$ cat src/rtl/spi_byte_master.sv
`default_nettype none
// ============================================================================
//  Module      : spi_byte_master
//  Description : Byte-level SPI master for the command processor's SPI
//                command path (ADC, PLL and clock-chip configuration buses).
//                Accepts one byte per spitxdv/spitxready handshake, shifts it
//                out MSB-first on spimosi while capturing spimiso, and returns
//                the received byte on spirx with a one-cycle spirxdv strobe.
//                Chip select and the MISO mux select live in the command
//                processor; this block only generates SCLK and data.
//
//  Parameters  : CLKS_PER_HALF_BIT  clk cycles per SCLK half-period (2..255)
//                CPOL               SCLK idle level
//                CPHA               0: sample leading / shift trailing edge
//                                   1: shift leading / sample trailing edge
//
//  Ports       : clk         in   system clock, rising edge
//                rst         in   synchronous active-high reset
//                spitx       in   [7:0] byte to send, sampled on accept
//                spitxdv     in   transmit request
//                spitxready  out  high when a byte can be accepted
//                spirx       out  [7:0] last received byte
//                spirxdv     out  one-cycle strobe, spirx updated
//                spisclk     out  SPI clock (registered)
//                spimosi     out  SPI data out (registered)
//                spimiso     in   SPI data in, externally muxed
//
//  Revision    : 1.0  initial release
// ============================================================================
module spi_byte_master #(
   parameter int unsigned CLKS_PER_HALF_BIT = 4,
   parameter bit          CPOL              = 1'b0,
   parameter bit          CPHA              = 1'b0
) (
   input  logic       clk,
   input  logic       rst,
   input  logic [7:0] spitx,
   input  logic       spitxdv,
   output logic       spitxready,
   output logic [7:0] spirx,
   output logic       spirxdv,
   output logic       spisclk,
   output logic       spimosi,
   input  logic       spimiso
);

   // Terminal value of the half-bit counter; the SCLK edge fires on wrap.
   localparam logic [7:0] c_half_last = 8'(CLKS_PER_HALF_BIT - 1);
   // A byte is always exactly 16 SCLK edges; the edge counter holds the
   // number of edges already produced, so 15 means "the next edge is last".
   localparam logic [4:0] c_last_edge_cnt = 5'd15;
   localparam logic [4:0] c_final_edge    = 5'd16;

   typedef enum logic [1:0] {
      ST_IDLE  = 2'd0,
      ST_SHIFT = 2'd1,
      ST_DONE  = 2'd2
   } state_t;

   state_t      r_state;
   state_t      w_next_state;

   logic [7:0]  r_half_cnt;
   logic [4:0]  r_edge_cnt;
   logic [7:0]  r_tx_shift;
   logic [7:0]  r_rx_shift;
   logic [7:0]  r_spirx;
   logic        r_sclk;
   logic        r_mosi;

   logic        w_accept;
   logic        w_ready;
   logic        w_rxdv;
   logic        w_half_wrap;
   logic [4:0]  w_edge_num;
   logic        w_leading;
   logic        w_sample_edge;
   logic        w_shift_edge;
   logic        w_last_edge;
   logic [7:0]  w_rx_next;

   // ------------------------------------------------------------------------
   // Edge classification. w_edge_num is the 1-based index of the edge that
   // fires when the half-bit counter wraps this cycle; odd edges leave the
   // idle level (leading), even edges return to it (trailing).
   // ------------------------------------------------------------------------
   assign w_half_wrap = (r_half_cnt == c_half_last);
   assign w_edge_num  = r_edge_cnt + 5'd1;
   assign w_leading   = w_edge_num[0];
   assign w_last_edge = (r_edge_cnt == c_last_edge_cnt);
   assign w_rx_next   = {r_rx_shift[6:0], spimiso};

   // CPHA=0 already presented bit 7 at accept, so its trailing edges move to
   // bits 6..0 and the 16th (final trailing) edge must not shift again.
   // CPHA=1 presents each bit on a leading edge, starting with bit 7.
   always_comb begin
      w_sample_edge = 1'b0;
      w_shift_edge  = 1'b0;
      if (CPHA == 1'b0) begin
         w_sample_edge = w_leading;
         w_shift_edge  = !w_leading && (w_edge_num != c_final_edge);
      end else begin
         w_sample_edge = !w_leading;
         w_shift_edge  = w_leading;
      end
   end

   // ------------------------------------------------------------------------
   // State register
   // ------------------------------------------------------------------------
   always_ff @(posedge clk) begin
      if (rst) begin
         r_state <= ST_IDLE;
      end else begin
         r_state <= w_next_state;
      end
   end

   // ------------------------------------------------------------------------
   // Next-state and handshake decode. DONE lasts exactly one cycle and may
   // accept the following byte directly, which gives back-to-back transfers
   // with SCLK parked at CPOL for that one DONE cycle.
   // ------------------------------------------------------------------------
   always_comb begin
      w_next_state = r_state;
      w_ready      = 1'b0;
      w_rxdv       = 1'b0;
      w_accept     = 1'b0;
      case (r_state)
         ST_IDLE: begin
            w_ready = 1'b1;
            if (spitxdv) begin
               w_accept     = 1'b1;
               w_next_state = ST_SHIFT;
            end
         end
         ST_SHIFT: begin
            if (w_half_wrap && w_last_edge) begin
               w_next_state = ST_DONE;
            end
         end
         ST_DONE: begin
            w_ready = 1'b1;
            w_rxdv  = 1'b1;
            if (spitxdv) begin
               w_accept     = 1'b1;
               w_next_state = ST_SHIFT;
            end else begin
               w_next_state = ST_IDLE;
            end
         end
         default: begin
            w_next_state = ST_IDLE;
         end
      endcase
   end

   // ------------------------------------------------------------------------
   // Datapath: counters, shift registers and the registered SPI outputs.
   // ------------------------------------------------------------------------
   always_ff @(posedge clk) begin
      if (rst) begin
         r_half_cnt <= 8'd0;
         r_edge_cnt <= 5'd0;
         r_tx_shift <= 8'd0;
         r_rx_shift <= 8'd0;
         r_spirx    <= 8'd0;
         r_sclk     <= CPOL;
         r_mosi     <= 1'b0;
      end else if (w_accept) begin
         r_half_cnt <= 8'd0;
         r_edge_cnt <= 5'd0;
         r_rx_shift <= 8'd0;
         r_sclk     <= CPOL;
         if (CPHA == 1'b0) begin
            // Bit 7 goes out immediately; the register keeps bits 6..0
            // MSB-aligned so every shifting edge takes r_tx_shift[7].
            r_mosi     <= spitx[7];
            r_tx_shift <= {spitx[6:0], 1'b0};
         end else begin
            r_tx_shift <= spitx;
         end
      end else if (r_state == ST_SHIFT) begin
         if (w_half_wrap) begin
            r_half_cnt <= 8'd0;
            r_edge_cnt <= w_edge_num;
            r_sclk     <= ~r_sclk;
            if (w_sample_edge) begin
               r_rx_shift <= w_rx_next;
            end
            if (w_shift_edge) begin
               r_mosi     <= r_tx_shift[7];
               r_tx_shift <= {r_tx_shift[6:0], 1'b0};
            end
            if (w_last_edge) begin
               r_sclk <= CPOL;
               // With CPHA=1 the final edge is also the last sample, so
               // the completed byte must include this cycle's spimiso.
               if (w_sample_edge) begin
                  r_spirx <= w_rx_next;
               end else begin
                  r_spirx <= r_rx_shift;
               end
            end
         end else begin
            r_half_cnt <= r_half_cnt + 8'd1;
         end
      end
   end

   assign spitxready = w_ready;
   // Gated by rst so a reset arriving in the DONE cycle cancels the strobe.
   assign spirxdv    = w_rxdv && !rst;
   assign spirx      = r_spirx;
   assign spisclk    = r_sclk;
   assign spimosi    = r_mosi;

endmodule
`default_nettype wire
$ cat config.mk
export PLATFORM = sky130hd
export DESIGN_NAME = spi_byte_master
export DESIGN_NICKNAME = d
export VERILOG_FILES = /design/src/rtl/spi_byte_master.sv
export SDC_FILE = /design/constraint.sdc
export NUM_CORES = 1
export LEC_CHECK = 0
export CAP_MARGIN = 20
export CORE_MARGIN = 2
export CORE_UTILIZATION = 40
export CTS_CLUSTER_SIZE = 12
export DETAILED_ROUTE_END_ITERATION = 10
export GPL_TIMING_DRIVEN = 0
export RECOVER_POWER = 25
export SYNTH_ARGS = -nofsm -noshare
export SYNTH_HDL_FRONTEND = slang
export SYNTH_SLANG_ARGS = --single-unit
$ cat constraint.sdc
create_clock -name clk -period 2 [get_ports clk]
set_input_delay 0.4 -clock clk [delete_from_list [all_inputs] [get_ports clk]]
set_output_delay 0.4 -clock clk [all_outputs]
set_load 0.02 [all_outputs]
Word level (Yosys, flattened, before mapping) --
Index checks and enable logic that the tools add are counted. W data, S select, Z words.
Word-level totals: register bits 40, bits of input ports 12, output and inout bits 12, word-level logic and storage cells 53
Cells by class: add/sub/neg operators 2, eq/ne operators 7, mux-type cells 19, bitwise logic cells 2, reduce and logical (&&, ||, !) cells 15
Operators by type and width (number):
- $mux W8 | 6
- $mux W1 | 10
- $add A8 B1 Y8 const B | 1
- $eq A8 B2 Y1 const B | 1
- $pmux W2 S3 | 1
- $reduce_bool A2 Y1 | 3
- $add A5 B1 Y5 const B | 1
- $eq A5 B4 Y1 const B | 1
- $ne A5 B5 Y1 const B | 1
- $mux W2 | 2
- $ne A2 B2 Y1 const B | 2
- $reduce_and A2 Y1 | 2
- $reduce_and A4 Y1 | 1
- $reduce_or A2 Y1 | 2
- $logic_and A1 B1 Y1 | 3
- $reduce_and A3 Y1 | 1
- $eq A2 B1 Y1 const B | 1
- $eq A2 B2 Y1 const B | 1
- $logic_not A1 Y1 | 2
- $logic_not A2 Y1 | 1
- $not A1 Y1 | 2

Logic depth before layout (Yosys ltp) --
depth in word-level cells 7, depth in mapped cells 8, mapped depth without buffers 7

Worst setup path after synthesis --
No wires, ideal clock.
kind register -> register, start point reg r_edge_cnt[0], end point reg r_mosi, in the netlist spimosi, setup time 92 ps, arrival time 1754 ps, required time 1908 ps, path slack 154 ps, cell stages (with the launch flop) 9, path buffers 1, clock period less this slack 1846 ps, cells stage by stage dfxtp_1 ha_1 and3_1 ha_1 nor3b_1 a21oi_2 buf_6 nor3b_1 nor4_1
Between the ends: longest elaborated chain between the ends 5, elaborated cells on any way between the ends 6, classes of those cells add/sub: 1; eq/ne: 1; reduce/logical: 4
RTL lines:
- from (decl) | line 64 | logic [4:0] r_edge_cnt;
- from (signal assigned) | line 186 | r_edge_cnt <= w_edge_num;
- $add A5 B1 Y5 * | line 88 | assign w_edge_num = r_edge_cnt + 5'd1;
- $ne A5 B5 Y1 or $logic_not A1 Y1 (tied branches)
- $logic_and A1 B1 Y1 * | line 101 | w_shift_edge = !w_leading && (w_edge_num != c_final_edge);
- $reduce_bool A2 Y1 (no line) *
- $reduce_and A3 Y1 (no line) *
- to (signal assigned) | line 178 | r_mosi <= spitx[7];
- to (signal assigned) | line 192 | r_mosi <= r_tx_shift[7];
- to (decl) | line 69 | logic r_mosi;
Mark *: on every way between the ends. The rest lies on a longest branch, timed or not. A chain may end at the register's enable or synchronous reset.

Worst setup path after layout --
start point reg r_edge_cnt[0], end point reg r_tx_shift[7]
Between the ends: longest elaborated chain between the ends 5, elaborated cells on any way between the ends 6, classes of those cells add/sub: 1; eq/ne: 1; reduce/logical: 4
RTL lines:
- $add A5 B1 Y5 * | line 88
- $ne A5 B5 Y1 or $logic_not A1 Y1 (tied branches)
- $logic_and A1 B1 Y1 * | line 101
- $reduce_bool A2 Y1 (no line) *
- $reduce_and A3 Y1 (no line) *
- to (signal assigned) | line 179 | r_tx_shift <= {spitx[6:0], 1'b0};
- to (signal assigned) | line 181 | r_tx_shift <= spitx;
- to (signal assigned) | line 193 | r_tx_shift <= {r_tx_shift[6:0], 1'b0};
- to (decl) | line 65 | logic [7:0] r_tx_shift;
Marks and branches as above.

==> impl_metrics.toml <==
[run_status]
run_status = "completed"

[yosys]
syn_area_per_cell_um2 = 8.912
synth_cell_type_count = 32
synth_ff_type = "dfxtp_1"
yosys_warnings = 0
synthesis.nets = 219
synth.yosys.seq_area_share_pct = 44.26
synth_cells = 203
synth-async-reset-ratio_pct = 0
syn_area_um2 = 1809
synth-seq-cells = 40
synth_edf_count = 0

[finish]
multi_input_area_um2 = 943.4
fillers = 443
register_area_um2 = 803.3
finalNetCount = 248
antenna-diode-count = 0
area_growth_pct = 21.71
instances_no_fill = 285
layout-drive-gt1-share_pct = 15.02
final_util_pct = 50.57

[route]
avgRoutedWirePerCell_um = 11.61
first_iter_violations = 40
wl_met1_mm = 1.713
wl_met2_mm = 1.433
via_per_inst = 4.807
met3WireLength_um = 118
route.detailed.drc = 0
vias = 1370
wl_mm = 3.309
first_pass_iters = 4
drtAntennaViolNets = 0
routed.top_layer = "met4"

[die]
die-area_um2 = 5077
die_w_um = 71.26
fp-row-count = 24
ios = 24
core-area_um2 = 4354
start_util_pct = 41.55
fp.dieH_um = 71.26

[cts]
cts_sinks = 40
cts-buffers-inserted = 5
clk_pin_slew_ns = 0.08
htreeDepth = 2
clock_path_buffers = 2
clock_latency_ns = 0.29
cts-root-buf = "clkbuf_8"
cts_tree = "built"
hold_buffers = 0

[critical_path]
reg2reg_depth = 8
cp.required_ns = 2.19
startpoint_type = "register"
r2r_slack_ns = 0.12
worstReg2RegEnd = "r_tx_shift[7]"
regToRegStartpoint = "r_edge_cnt[0]"
arrival_ns = 2.07
path_max_fanout = 10
worstSetupPathType = "reg -> reg"
end_kind = "register"

[timing]
final-hold-violation-count = 0
post-route-period-util_pct = 93.90
max_slew_margin_pct = 67.74
finalMaxSlewViolations = 0
fin_crit_ns = 1.878
rsz0062_at_grt = "no"
fmax_ghz = 0.5325
fin_skew_ns = 0.01425
tightest_slew_ns = 0.4838
setup_viol = 0

[power_and_ir_drop]
vdd_drop_max_mv = 0.3557
power_density_nw_per_um2 = 661.9
power_frac_seq_pct = 56.3
clkPwrFrac_pct = 35.7
pwr-share-comb_pct = 8.0
switching_power_uw = 344.2
power_uw = 1458
netSwitchingFraction_pct = 23.61
p_int_uw = 1113
p_leak_uw = 0.0007809

[min_path]
holdPathStages = 2
hold_class = "reg -> reg"
worstHoldStart = "r_rx_shift[0]"
hold_end = "r_rx_shift[1]"

[global_route]
grt_pass1_vias = 1266
grt_pass1_wl_mm = 5.602
grt.total_usage_pct = 13.66
grt_overflow = 0
grt_start_max_net_pins = 14
antenna_found_initial = 0

[placed_design]
port_buffers = 23
hpwl_mm = 2.366
gp_congestion = 0.6934
place_inst = 278

[job]
drv_cap = 0
-- how the worst max path moves through the flow --
stage / startpoint / end / slack (ns)
final: r_edge_cnt[0] / r_tx_shift[7] / 0.12
after global routing: r_half_cnt[0] / spimosi / 0.008
after floorplan: r_edge_cnt[0] / spimosi / 0.15
after CTS: rst / spirxdv / 0.005
after global placement: rst / spirxdv / -0.38
after detailed placement: rst / spirxdv / -0.37
-- state kept, by name, indices dropped and copies added (netlist names) --
signal	flops
r_edge_cnt	5
r_half_cnt	8
r_rx_shift	8
r_state	2
r_tx_shift	7
spimosi	1
spirx	8
spisclk	1
-- metrics by stage --
stage          cell area, um^2  setup slack, ns  TNS, ns  hold WS (ns)
2_1_floorplan             1809           0.1543        0        0.4534
3_3_place_gp              2105          -0.3842   -2.017        0.4660
3_5_place_dp              2105          -0.3722   -2.068        0.4709
4_1_cts                   2198         0.005193        0        0.4819
5_1_grt                   2202         0.007511        0        0.5195
6_report                  2202           0.1220        0        0.4770
-- Yosys cell counts (all sizes together) (6+ instances only) --
library cell | instances | area [um^2]
dfxtp | 40 | 800.8
nor2 | 34 | 135.1
a21oi | 14 | 73.82
nand2 | 14 | 52.55
mux2i | 13 | 130.1
nor3 | 9 | 50.05
xor2 | 9 | 78.83
a211oi | 8 | 60.06
o21ai | 8 | 40.04
clkbuf | 7 | 26.28
nand3 | 6 | 42.54
or2 | 6 | 37.54
-- worst max-delay path, cell delays in order (launching register included) --
cell and delay (ns):
dfxtp_1 0.35, ha_2 0.21, and3_1 0.18, ha_1 0.31, nor3b_2 0.19, a21oi_2 0.10
buf_6 0.15, nor3b_1 0.13, nor4_1 0.17
-- timing repair --
item | in CTS | in global routing
endpoints found under the hold margin | 0 | 0
endpoints found under the setup margin | 3 | 31
setup buffers | 0 | 0
gates resized for setup | 4 | 11
pin swaps | 0 | 4
-- metal layers --
metal	global-route usage [%]	vias to the layer above
met5	0	-
met3	3.516	4
met4	5.660	0
met1	18.41	589
met2	20.88	19
li1	-	758
-- power groups by stage --
| stage | clock network, uW | registers (uW) | logic, uW |
|---|---|---|---|
| detailed placement | 0 | 839 | 119 |
| global placement | 0 | 839 | 119 |
| global route | 570 | 823 | 129 |
| CTS | 547 | 820 | 119 |
| floorplan | 0 | 839 | 71.7 |
| finish | 520 | 821 | 117 |
-- cell type report --
class	instances	share of cell area [%]
Buffer	11	3.011
Sequential cell	40	36.48
Clock buffer	5	3.125
Inverter	3	0.5114
Clock inverter	3	0.8523
Timing Repair Buffer	23	10.23
Tap cell	52	2.955
Multi-Input combinational cell	148	42.84
-- logic make-up (layout without fill, tap and decap cells) --
| kind of cell | count (synthesis) | after routing | share of synthesized area (%) |
|---|---|---|---|
| adder cells (fa/ha/maj) | 4 | 4 | 2.766 |
| AND/OR/NAND/NOR | 89 | 89 | 26.07 |
| flip-flops | 40 | 40 | 44.26 |
| AO/OA/AOI/OAI | 30 | 30 | 9.613 |
| multiplexers | 13 | 13 | 7.192 |
| XOR/XNOR | 12 | 12 | 5.810 |
| buffers and inverters | 15 | 45 | 4.288 |
-- layout by cell type (no fill, tap or decap), drive strengths merged, types with 4 or more instances in the layout --
cell type,synthesis,routed
buf,5,5
clkdlybuf4s50,0,12
a211oi,8,8
clkbuf,7,12
nand2,14,14
ha,4,4
xor2,9,9
dlygate4sd3,0,10
o21ai,8,8
nor3,9,9
a21oi,14,14
dfxtp,40,40
nand3,6,6
mux2i,13,13
nor3b,5,5
or2,6,6
nor2,34,34
(Power assumes the default switching activity.)
